**config.mk**
```make
export PLATFORM = sky130hd
export DESIGN_NAME = avalon_dram_port_arbiter
export DESIGN_NICKNAME = d
export VERILOG_FILES = /design/src/rtl/avalon_arb_pkg.sv /design/src/rtl/avalon_rd_tag_fifo.sv /design/src/rtl/avalon_dram_port_arbiter.sv
export SDC_FILE = /design/constraint.sdc
export NUM_CORES = 1
export LEC_CHECK = 0
export CORE_AREA = 8 8 202 204
export CTS_BUF_LIST = sky130_fd_sc_hd__clkbuf_4 sky130_fd_sc_hd__clkbuf_8 sky130_fd_sc_hd__clkbuf_16
export DETAILED_ROUTE_END_ITERATION = 8
export DIE_AREA = 0 0 210 212
export GPL_ROUTABILITY_DRIVEN = 0
export PLACE_DENSITY = 0.6
export SLEW_MARGIN = 30
export SYNTH_ARGS = -nofsm -noshare
export SYNTH_HDL_FRONTEND = slang
export SYNTH_SLANG_ARGS = --single-unit
```
**constraint.sdc**
```tcl
create_clock -name clk -period 4 [get_ports clk]
set_input_delay 1 -clock clk [delete_from_list [all_inputs] [get_ports clk]]
set_output_delay 1 -clock clk [all_outputs]
set_load 0.02 [all_outputs]
```
**src/rtl/avalon_arb_pkg.sv**
```systemverilog
`default_nettype none
// ============================================================================
//  Module   : avalon_arb_pkg
//  Purpose  : Shared types for the two-port Avalon-MM DRAM arbiter.
//  Revision : 1.0 - initial release
// ============================================================================
package avalon_arb_pkg;

    localparam int REQ_ID_W = 1;
    localparam int BURST_W  = 7;

    typedef enum logic [1:0] {
        IDLE     = 2'd0,
        HOLD     = 2'd1,
        WR_BURST = 2'd2
    } arb_state_e;

    typedef struct packed {
        logic [REQ_ID_W-1:0] id;
        logic [BURST_W-1:0]  burst_cnt;
    } rd_tag_struct;

endpackage
`default_nettype wire

```
**src/rtl/avalon_rd_tag_fifo.sv**
```systemverilog
`default_nettype none
// ============================================================================
//  Module   : avalon_rd_tag_fifo
//  Purpose  : Outstanding-read tag FIFO; records issuing requester and burst
//             length so read beats can be steered back in order.
//  Revision : 1.0 - initial release
// ============================================================================
module avalon_rd_tag_fifo
    import avalon_arb_pkg::*;
#(
    parameter int DEPTH = 8
) (
    input  logic         clk,
    input  logic         rst,
    input  logic         push_i,
    input  rd_tag_struct din_i,
    input  logic         pop_i,
    output rd_tag_struct dout_o,
    output logic         full_o,
    output logic         empty_o
);

    localparam int AW = $clog2(DEPTH);

    logic [AW:0]  wr_ptr_q;
    logic [AW:0]  rd_ptr_q;
    rd_tag_struct mem_q [DEPTH];
    logic         w_push;
    logic         w_pop;

    assign w_push  = push_i & ~full_o;
    assign w_pop   = pop_i & ~empty_o;
    // Extra MSB distinguishes full from empty when the index bits match.
    assign empty_o = (wr_ptr_q == rd_ptr_q);
    assign full_o  = (wr_ptr_q[AW] != rd_ptr_q[AW]) &&
                     (wr_ptr_q[AW-1:0] == rd_ptr_q[AW-1:0]);
    assign dout_o  = mem_q[rd_ptr_q[AW-1:0]];

    always_ff @(posedge clk) begin
        if (rst) begin
            wr_ptr_q <= '0;
            rd_ptr_q <= '0;
        end else begin
            if (w_push) wr_ptr_q <= wr_ptr_q + (AW+1)'(1);
            if (w_pop)  rd_ptr_q <= rd_ptr_q + (AW+1)'(1);
        end
    end

    always_ff @(posedge clk) begin
        if (w_push) mem_q[wr_ptr_q[AW-1:0]] <= din_i;
    end

endmodule
`default_nettype wire

```
**src/rtl/avalon_dram_port_arbiter.sv**
```systemverilog
`default_nettype none
// ============================================================================
//  Module   : avalon_dram_port_arbiter
//  Purpose  : Round-robin sharing of one Avalon-MM DRAM port between two
//             requesters, with write-burst locking and in-order read steering.
//  Revision : 1.0 - initial release
// ============================================================================
module avalon_dram_port_arbiter
    import avalon_arb_pkg::*;
#(
    parameter int mem_addr_w_p    = 32,
    parameter int mem_data_w_p    = 64,
    parameter int mem_wr_mask_w_p = mem_data_w_p >> 3,
    parameter int MAX_OUTST_RD    = 8
) (
    input  logic                       clk,
    input  logic                       rst,
    input  logic                       req0_mem_read_en,
    input  logic                       req0_mem_write_en,
    input  logic [mem_addr_w_p-1:0]    req0_mem_addr,
    input  logic [mem_data_w_p-1:0]    req0_mem_wr_data,
    input  logic [mem_wr_mask_w_p-1:0] req0_mem_byte_en,
    input  logic [BURST_W-1:0]         req0_mem_burst_cnt,
    output logic                       mem_req0_rdy,
    output logic                       mem_req0_rd_data_val,
    output logic [mem_data_w_p-1:0]    mem_req0_rd_data,
    input  logic                       req1_mem_read_en,
    input  logic                       req1_mem_write_en,
    input  logic [mem_addr_w_p-1:0]    req1_mem_addr,
    input  logic [mem_data_w_p-1:0]    req1_mem_wr_data,
    input  logic [mem_wr_mask_w_p-1:0] req1_mem_byte_en,
    input  logic [BURST_W-1:0]         req1_mem_burst_cnt,
    output logic                       mem_req1_rdy,
    output logic                       mem_req1_rd_data_val,
    output logic [mem_data_w_p-1:0]    mem_req1_rd_data,
    output logic                       arb_mem_read_en,
    output logic                       arb_mem_write_en,
    output logic [mem_addr_w_p-1:0]    arb_mem_addr,
    output logic [mem_data_w_p-1:0]    arb_mem_wr_data,
    output logic [mem_wr_mask_w_p-1:0] arb_mem_byte_en,
    output logic [BURST_W-1:0]         arb_mem_burst_cnt,
    input  logic                       mem_arb_rdy,
    input  logic                       mem_arb_rd_data_val,
    input  logic [mem_data_w_p-1:0]    mem_arb_rd_data
);

    arb_state_e           state_q, state_d;
    logic                 owner_q, owner_d;
    logic                 rr_q, rr_d;
    logic [BURST_W-1:0]   wr_left_q, wr_left_d;
    logic [BURST_W-1:0]   rd_cnt_q, rd_cnt_d;

    logic [1:0]           w_rd, w_wr, w_elig;
    logic                 w_gnt, w_gnt_vld, w_accept, w_beat;
    logic                 w_full, w_empty, w_push, w_pop;
    rd_tag_struct         w_tag_din, w_tag_head;

    logic                       w_sel_rd, w_sel_wr;
    logic [mem_addr_w_p-1:0]    w_sel_addr;
    logic [mem_data_w_p-1:0]    w_sel_wdata;
    logic [mem_wr_mask_w_p-1:0] w_sel_be;
    logic [BURST_W-1:0]         w_sel_burst;

    assign w_rd   = {req1_mem_read_en,  req0_mem_read_en};
    assign w_wr   = {req1_mem_write_en, req0_mem_write_en};
    assign w_elig = w_wr | (w_rd & {2{~w_full}});

    always_comb begin
        w_gnt     = 1'b0;
        w_gnt_vld = 1'b0;
        case (state_q)
            IDLE: begin
                w_gnt     = (&w_elig) ? rr_q : w_elig[1];
                w_gnt_vld = |w_elig;
            end
            HOLD: begin
                w_gnt     = owner_q;
                w_gnt_vld = w_rd[owner_q] | w_wr[owner_q];
            end
            WR_BURST: begin
                w_gnt     = owner_q;
                w_gnt_vld = w_wr[owner_q];
            end
            default: ;
        endcase
    end

    assign w_sel_rd    = w_gnt ? req1_mem_read_en   : req0_mem_read_en;
    assign w_sel_wr    = w_gnt ? req1_mem_write_en  : req0_mem_write_en;
    assign w_sel_addr  = w_gnt ? req1_mem_addr      : req0_mem_addr;
    assign w_sel_wdata = w_gnt ? req1_mem_wr_data   : req0_mem_wr_data;
    assign w_sel_be    = w_gnt ? req1_mem_byte_en   : req0_mem_byte_en;
    assign w_sel_burst = w_gnt ? req1_mem_burst_cnt : req0_mem_burst_cnt;

    assign arb_mem_read_en   = w_gnt_vld & w_sel_rd;
    assign arb_mem_write_en  = w_gnt_vld & w_sel_wr;
    assign arb_mem_addr      = w_gnt_vld ? w_sel_addr  : '0;
    assign arb_mem_wr_data   = w_gnt_vld ? w_sel_wdata : '0;
    assign arb_mem_byte_en   = w_gnt_vld ? w_sel_be    : '0;
    assign arb_mem_burst_cnt = w_gnt_vld ? w_sel_burst : '0;

    assign w_accept     = w_gnt_vld & mem_arb_rdy;
    assign mem_req0_rdy = w_accept & ~w_gnt;
    assign mem_req1_rdy = w_accept &  w_gnt;

    always_comb begin
        state_d   = state_q;
        owner_d   = owner_q;
        rr_d      = rr_q;
        wr_left_d = wr_left_q;
        w_push    = 1'b0;
        case (state_q)
            IDLE, HOLD: begin
                if (!w_gnt_vld) begin
                    state_d = IDLE;
                end else if (!w_accept) begin
                    // Command must stay on the bus unchanged under waitrequest.
                    state_d = HOLD;
                    owner_d = w_gnt;
                end else begin
                    state_d = IDLE;
                    if (w_sel_rd) begin
                        w_push = 1'b1;
                        rr_d   = ~w_gnt;
                    end else if (w_sel_burst == 7'd1) begin
                        rr_d = ~w_gnt;
                    end else begin
                        wr_left_d = w_sel_burst - 7'd1;
                        owner_d   = w_gnt;
                        state_d   = WR_BURST;
                    end
                end
            end
            WR_BURST: begin
                if (w_accept) begin
                    wr_left_d = wr_left_q - 7'd1;
                    if (wr_left_q == 7'd1) begin
                        rr_d    = ~owner_q;
                        state_d = IDLE;
                    end
                end
            end
            default: state_d = IDLE;
        endcase
    end

    assign w_tag_din.id        = w_gnt;
    assign w_tag_din.burst_cnt = w_sel_burst;

    // Beats arriving with no outstanding tag have no owner and are dropped.
    assign w_beat = mem_arb_rd_data_val & ~w_empty;
    assign w_pop  = w_beat && ((rd_cnt_q + 7'd1) == w_tag_head.burst_cnt);

    always_comb begin
        rd_cnt_d = rd_cnt_q;
        if (w_beat) rd_cnt_d = w_pop ? 7'd0 : rd_cnt_q + 7'd1;
    end

    assign mem_req0_rd_data_val = w_beat & (w_tag_head.id == 1'b0);
    assign mem_req1_rd_data_val = w_beat & (w_tag_head.id == 1'b1);
    assign mem_req0_rd_data     = mem_arb_rd_data;
    assign mem_req1_rd_data     = mem_arb_rd_data;

    always_ff @(posedge clk) begin
        if (rst) begin
            state_q   <= IDLE;
            owner_q   <= 1'b0;
            rr_q      <= 1'b0;
            wr_left_q <= '0;
            rd_cnt_q  <= '0;
        end else begin
            state_q   <= state_d;
            owner_q   <= owner_d;
            rr_q      <= rr_d;
            wr_left_q <= wr_left_d;
            rd_cnt_q  <= rd_cnt_d;
        end
    end

    avalon_rd_tag_fifo #(
        .DEPTH (MAX_OUTST_RD)
    ) u_tag_fifo (
        .clk     (clk),
        .rst     (rst),
        .push_i  (w_push),
        .din_i   (w_tag_din),
        .pop_i   (w_pop),
        .dout_o  (w_tag_head),
        .full_o  (w_full),
        .empty_o (w_empty)
    );

`ifndef SYNTHESIS
    a_rw_excl0: assert property (@(posedge clk) disable iff (rst)
        !(req0_mem_read_en && req0_mem_write_en))
        else $error("req0 read_en and write_en together");
    a_rw_excl1: assert property (@(posedge clk) disable iff (rst)
        !(req1_mem_read_en && req1_mem_write_en))
        else $error("req1 read_en and write_en together");
    a_burst0: assert property (@(posedge clk) disable iff (rst)
        !((req0_mem_read_en || req0_mem_write_en) && req0_mem_burst_cnt == 7'd0))
        else $error("req0 burst_cnt of zero");
    a_burst1: assert property (@(posedge clk) disable iff (rst)
        !((req1_mem_read_en || req1_mem_write_en) && req1_mem_burst_cnt == 7'd0))
        else $error("req1 burst_cnt of zero");
    a_owner_rd: assert property (@(posedge clk) disable iff (rst)
        !(state_q == WR_BURST && w_rd[owner_q]))
        else $error("burst owner issued a read mid write burst");
    a_rd_empty: assert property (@(posedge clk) disable iff (rst)
        !(mem_arb_rd_data_val && w_empty))
        else $error("read data with no outstanding read");
`endif

endmodule
`default_nettype wire
```
Word-level counts from Yosys, hierarchy flattened --
Memory sizes are Yosys's and may differ from the RTL's. A register that Yosys moved wholly into a read port is not among the register bits. Cells that the tools add are included.
Storage, ports and cells: logic and storage cells 110, flip-flop bits (word level) 26, memory bits (writable) 64, memories 1, output and inout port bits 245
Cells by class: add/sub/neg operators 5, reduce and logical (&&, ||, !) cells 12, equality and inequality tests 17, bitwise operators 18, order comparisons 1, muxes and demuxes 49
Memory list:
- u_tag_fifo.mem_q | depth 8, width 8, rd ports 1, clocked after memory_dff 1, wr ports 1, line avalon_rd_tag_fifo.sv:27 | rd_tag_struct mem_q [DEPTH];
Operators by type and width (count):
- 2-to-1 mux 64 bit | 2
- 2-to-1 mux 32 bit | 2
- 2-to-1 mux 7 bit | 8
- 2-to-1 mux 1 bit | 22
- 2-to-1 mux 8 bit | 2
- inequality test 2 bit, second input constant | 8
- equality test 7 x 1 -> 1 bit, second input constant | 2
- one-hot mux 7 bit (2 select lines) | 1
- subtractor 7 x 1 -> 7 bit, second input constant | 2
- 2-to-1 mux 2 bit | 6
- AND reduction 6 bit | 2
- bitwise AND 1 bit | 10
- adder 4 x 1 -> 4 bit, second input constant | 2
- adder 7 x 1 -> 7 bit, second input constant | 1
- equality test 7 bit | 1
- 2-to-1 mux 3 bit | 2
- OR reduction 2 bit | 3
- NOT 1 bit | 5
- equality test 4 bit | 1
- one-hot mux 1 bit (2 select lines) | 2
- one-hot mux 2 bit (2 select lines) | 1
- AND reduction 2 bit | 2
- AND reduction 4 bit | 1
- equality test 3 bit | 1
- other kinds (12) | 13

Logic depth before layout (Yosys ltp) --
word-level depth 16, gate-level depth with buffers 18, gate-level depth less buffers 16

Hierarchy --
Synthesis repeated with hierarchy kept, for this count alone.
Second synthesis, totals: cell total of the unflattened synthesis 903, area, all modules 7467.2 um2
Modules (own cells, without submodules):
- avalon_dram_port_arbiter | cells an instance 725, sequential area each 360.3 um2, area an instance 4300.4 um2, times used 1
- avalon_rd_tag_fifo | cells an instance 178, sequential area each 2142.1 um2, area an instance 3166.8 um2, times used 1

Least setup slack after synthesis --
OpenSTA, ideal clock, no wires.
path type input to register, start input port req1_mem_read_en, end register wr_left_q[0], data arrival time 3.554 ns, path slack 0.326 ns, path buffers 2, stages on the path 15, data required time 3.880 ns, cells stage by stage nand2_1 -> a41oi_1 -> o21bai_1 -> nor2_1 -> buf_4 -> mux2i_1 -> inv_1 -> ha_1 -> a311oi_1 -> o21ai_0 -> o22a_1 -> a22oi_2 -> buf_4 -> mux2i_1 -> a21oi_1
RTL lines:
- from (decl) | line avalon_dram_port_arbiter.sv:27 | input logic req1_mem_read_en,
- to (signal assigned) | line avalon_dram_port_arbiter.sv:175 | wr_left_q <= wr_left_d;
- to (decl) | line avalon_dram_port_arbiter.sv:50 | logic [BURST_W-1:0] wr_left_q, wr_left_d;

==> summary.txt <==
Status
  – Outcome: finished clean

Setup path
  – Crit Path Class: input pin to output pin
  – CP Data Arrival Time: slightly below 3000 ps
  – Worst endpoint required time: approximately 3000 ps
  – Worst r2r src: state_q[0]
  – Worst path max stage delay: 340 ps
  – Worst setup SP type: input pin
  – Max FO, Critical Path: 9
  – Crit path max-delay family: buffers and inverters
  – Critical path cell sequence: clkdlybuf4s15_2 -> buf_4 -> nand2_1 -> o21ai_4 -> nor2_1 -> buf_4 -> buf_4 -> mux2_4 -> and2_1 -> dlygate4sd2_1
  – CP startpoint: req0_mem_read_en
  – Type of element capturing the critical path: output pin
  – CP bufs+invs: 5
  – Cell mode on critical path: buf_4
  – Slowest-stage cell, CP: mux2_4

Synth
  – Mapped Nets: about 1200
  – Synth top area cells: edfxtp_1, nor3_1, buf_4, dfxtp_1, nor2_1
  – Cell variety after synth: 67
  – Main synth FF type: edfxtp_1
  – Synth Instances: 885
  – Syn_area_per_cell: ~8.4 um^2
  – Share of the synthesized area in the top cell type: 25.90%
  – Mapped Area: 0.007421 mm^2
  – Warnings, synthesis: 0
  – Number of synthesized flops with an enable pin: 64
  – Synth area leader: edfxtp_1
  – Async SR Flop Fraction: 0%
  – Yosys reg bits: 93
  – Register area share after synthesis: around a third

Floorplan
  – Chip Width: 210 um
  – Die area: 0.04452 mm^2
  – Die H: 212 um
  – Core area: between 0.03 and 0.04 mm^2
  – Initial Util: 19.57%
  – Io pins: 539
  – FP Rows: 72

Routing
  – WL final: 38160 um
  – Routed vias: 7626
  – Final ANT Viol Nets: 0
  – Drt drc: 0
  – Wire length per cell: 22.35 um
  – Pre-Repair DR Iteration Count: 6
  – Initial drt markers: 406
  – Via/cell ratio: 4.467

Finish
  – Layout Utilization: between 30% and 40%
  – # fillers: 3969
  – Area Overhead vs Synth: 60.38%
  – Most frequent cells in the layout: clkdlybuf4s50_1, nor3_1, nor2_1
  – Most common cell after layout, fill and taps aside: clkdlybuf4s50_1
  – FF+latch area: 0.002502 mm^2
  – Multi-input logic area: ~0.0038 mm^2
  – Share of cells above drive strength 1: 24.64%
  – Final nets: approximately 1500

Place
  – Number of port buffers: 346
  – Dpl hpwl: 31360 um

STA
  – Final hold slack: 484.6 ps
  – Worst Tran Pin Value: between 600 and 700 ps
  – Tcrit/Tclk final: ~100%
  – Worst slew margin: ~58%
  – Final Skew: ~6.1 ps
  – Max Transition Viols Final: 0
  – # setup viols final: 0
  – Max Freq: 252.4 MHz
  – Hold Fails Final Rpt: 0
  – Fin crit period: between 3000 and 4000 ps

Clock network
  – Clock Path Buffers: 2
  – Cts hold-fix bufs: 0
  – Clock Latency Late Sink: 340 ps
  – Htree depth: 3
  – Sink Count: between 90 and 100
  – CTS tree: yes
  – Clock slew at reported path FFs: 60 ps
  – CTS Root Cell: clkbuf_16
  – CTS buffer count: 9

GRT
  – Largest net degree at the start of global routing: 106
  – Number of global-route vias before repair: roughly 8000
  – GRT overflow: 0
  – Initial antenna violation count: 8
  – Global-route wire length before repair: 53500 um
  – Total global-route track usage: 16.29%

Hold path
  – HP Start: rd_cnt_q[1]
  – Worst min path class: flip-flop to flip-flop

Flow run
  – Max cap viols: 0

Power
  – Power density over the cells: 365.0 mW/mm^2
  – Worst IR drop on VDD: roughly 0.17 mV
  – P_leak: 4.446 nW
layer usage:
layer	up-vias	routed length, um	part of all wire, %	track usage, %
li1	3591	-	-	-
met1	3626	14690	39	18.64
met2	339	18430	48	26.87
met3	70	4279	11	7.886
met4	0	761	2.0	4.520
met5	-	0	0	0
cells by family (layout without fill, tap and decap cells):
logic type               after synthesis  in the layout  synth area share (%)
flip-flops                            93             93                 33.72
AND/OR/NAND/NOR                      443            443                 28.38
adder cells (fa/ha/maj)               11             11                 1.855
buffers and inverters                211            511                 18.75
other                                  0              4                     0
multiplexers                          41             41                 8.717
AO/OA/AOI/OAI                         59             59                 5.396
XOR/XNOR                              27             27                 3.187
per-stage QoR:
step | instance area, um^2 | instances | setup WS [ps] | power, mW | setup TNS [ps]
6_report | 11900 | 1707 | 37.89 | 4.345 | 0
5_1_grt | 11900 | 1707 | -46.39 | 4.582 | -84.79
4_1_cts | 11800 | 1699 | 10.39 | 4.369 | 0
3_5_place_dp | 11300 | 1676 | -817.9 | 3.546 | -64440
3_3_place_gp | 11300 | 1676 | -807.7 | 3.548 | -62550
2_1_floorplan | 7421 | 885 | 325.7 | 2.323 | 0
cells in the mapped netlist, types with 3 or more instances:
master      n
buf_6       5
mux2_2      3
mux4_2      8
nor4_1      8
xor2_1      9
nand2_1    27
nand4_1     6
dfxtp_1    29
inv_1      16
or3_1       3
buf_1       8
ha_1       11
clkbuf_1   31
nor2_1    148
nand3_1     8
xnor2_1    18
buf_2      13
edfxtp_1   64
and2_1      3
or4_1       3
o21ai_0    16
buf_4     133
nor3_1    217
clkbuf_8    3
nand2b_1    5
a21oi_1    14
mux4_1      8
a211oi_1    4
mux2i_1    20
sequential cells by signal, summed over array words and instances (netlist names), named ones only:
signal / count
wr_left_q: 7
u_tag_fifo.wr_ptr_q: 4
state_q: 2
owner_q: 1
rd_cnt_q: 7
u_tag_fifo.rd_ptr_q: 4
u_tag_fifo.mem_q: 64
rr_q: 1
tightest hold or removal path, delay by kind of cell (launching register included):
family / cells / cell delay (ps)
AOI/OAI and AO/OA: 1 / 50
DFF: 1 / 330
and+or+nand+nor: 1 / 60
final timing paths:
check	end	slack, ps	cells after the start
hold / removal	rd_cnt_q[1]	480	2
hold reg to reg	rd_cnt_q[1]	480	2
setup reg to reg	wr_left_q[3]	220	22
setup / recovery	arb_mem_burst_cnt[4]	40	10
where the power goes:
group | internal [mW] | switching (mW)
sequential | 1.08 | 0.0225
combinational | 1.13 | 1.29
clock | 0.452 | 0.376
what timing repair did:
item                       CTS  global route
gates cloned                 1             0
buffers inserted             7             4
gates resized for setup    266            25
setup endpoints to repair  123            47
pin swaps                    4             5
area by class of cell:
class                   count  area share [%]
diodes                      4         0.08410
well taps                 518           5.446
flip-flops and latches     93           21.03
clock buffers              11           2.071
clock inverters             5          0.3364
repair buffers            478           38.35
multi-input cells         581           32.15
inverters                  17          0.5362
No activity file was read; power rests on OpenSTA's default activity.
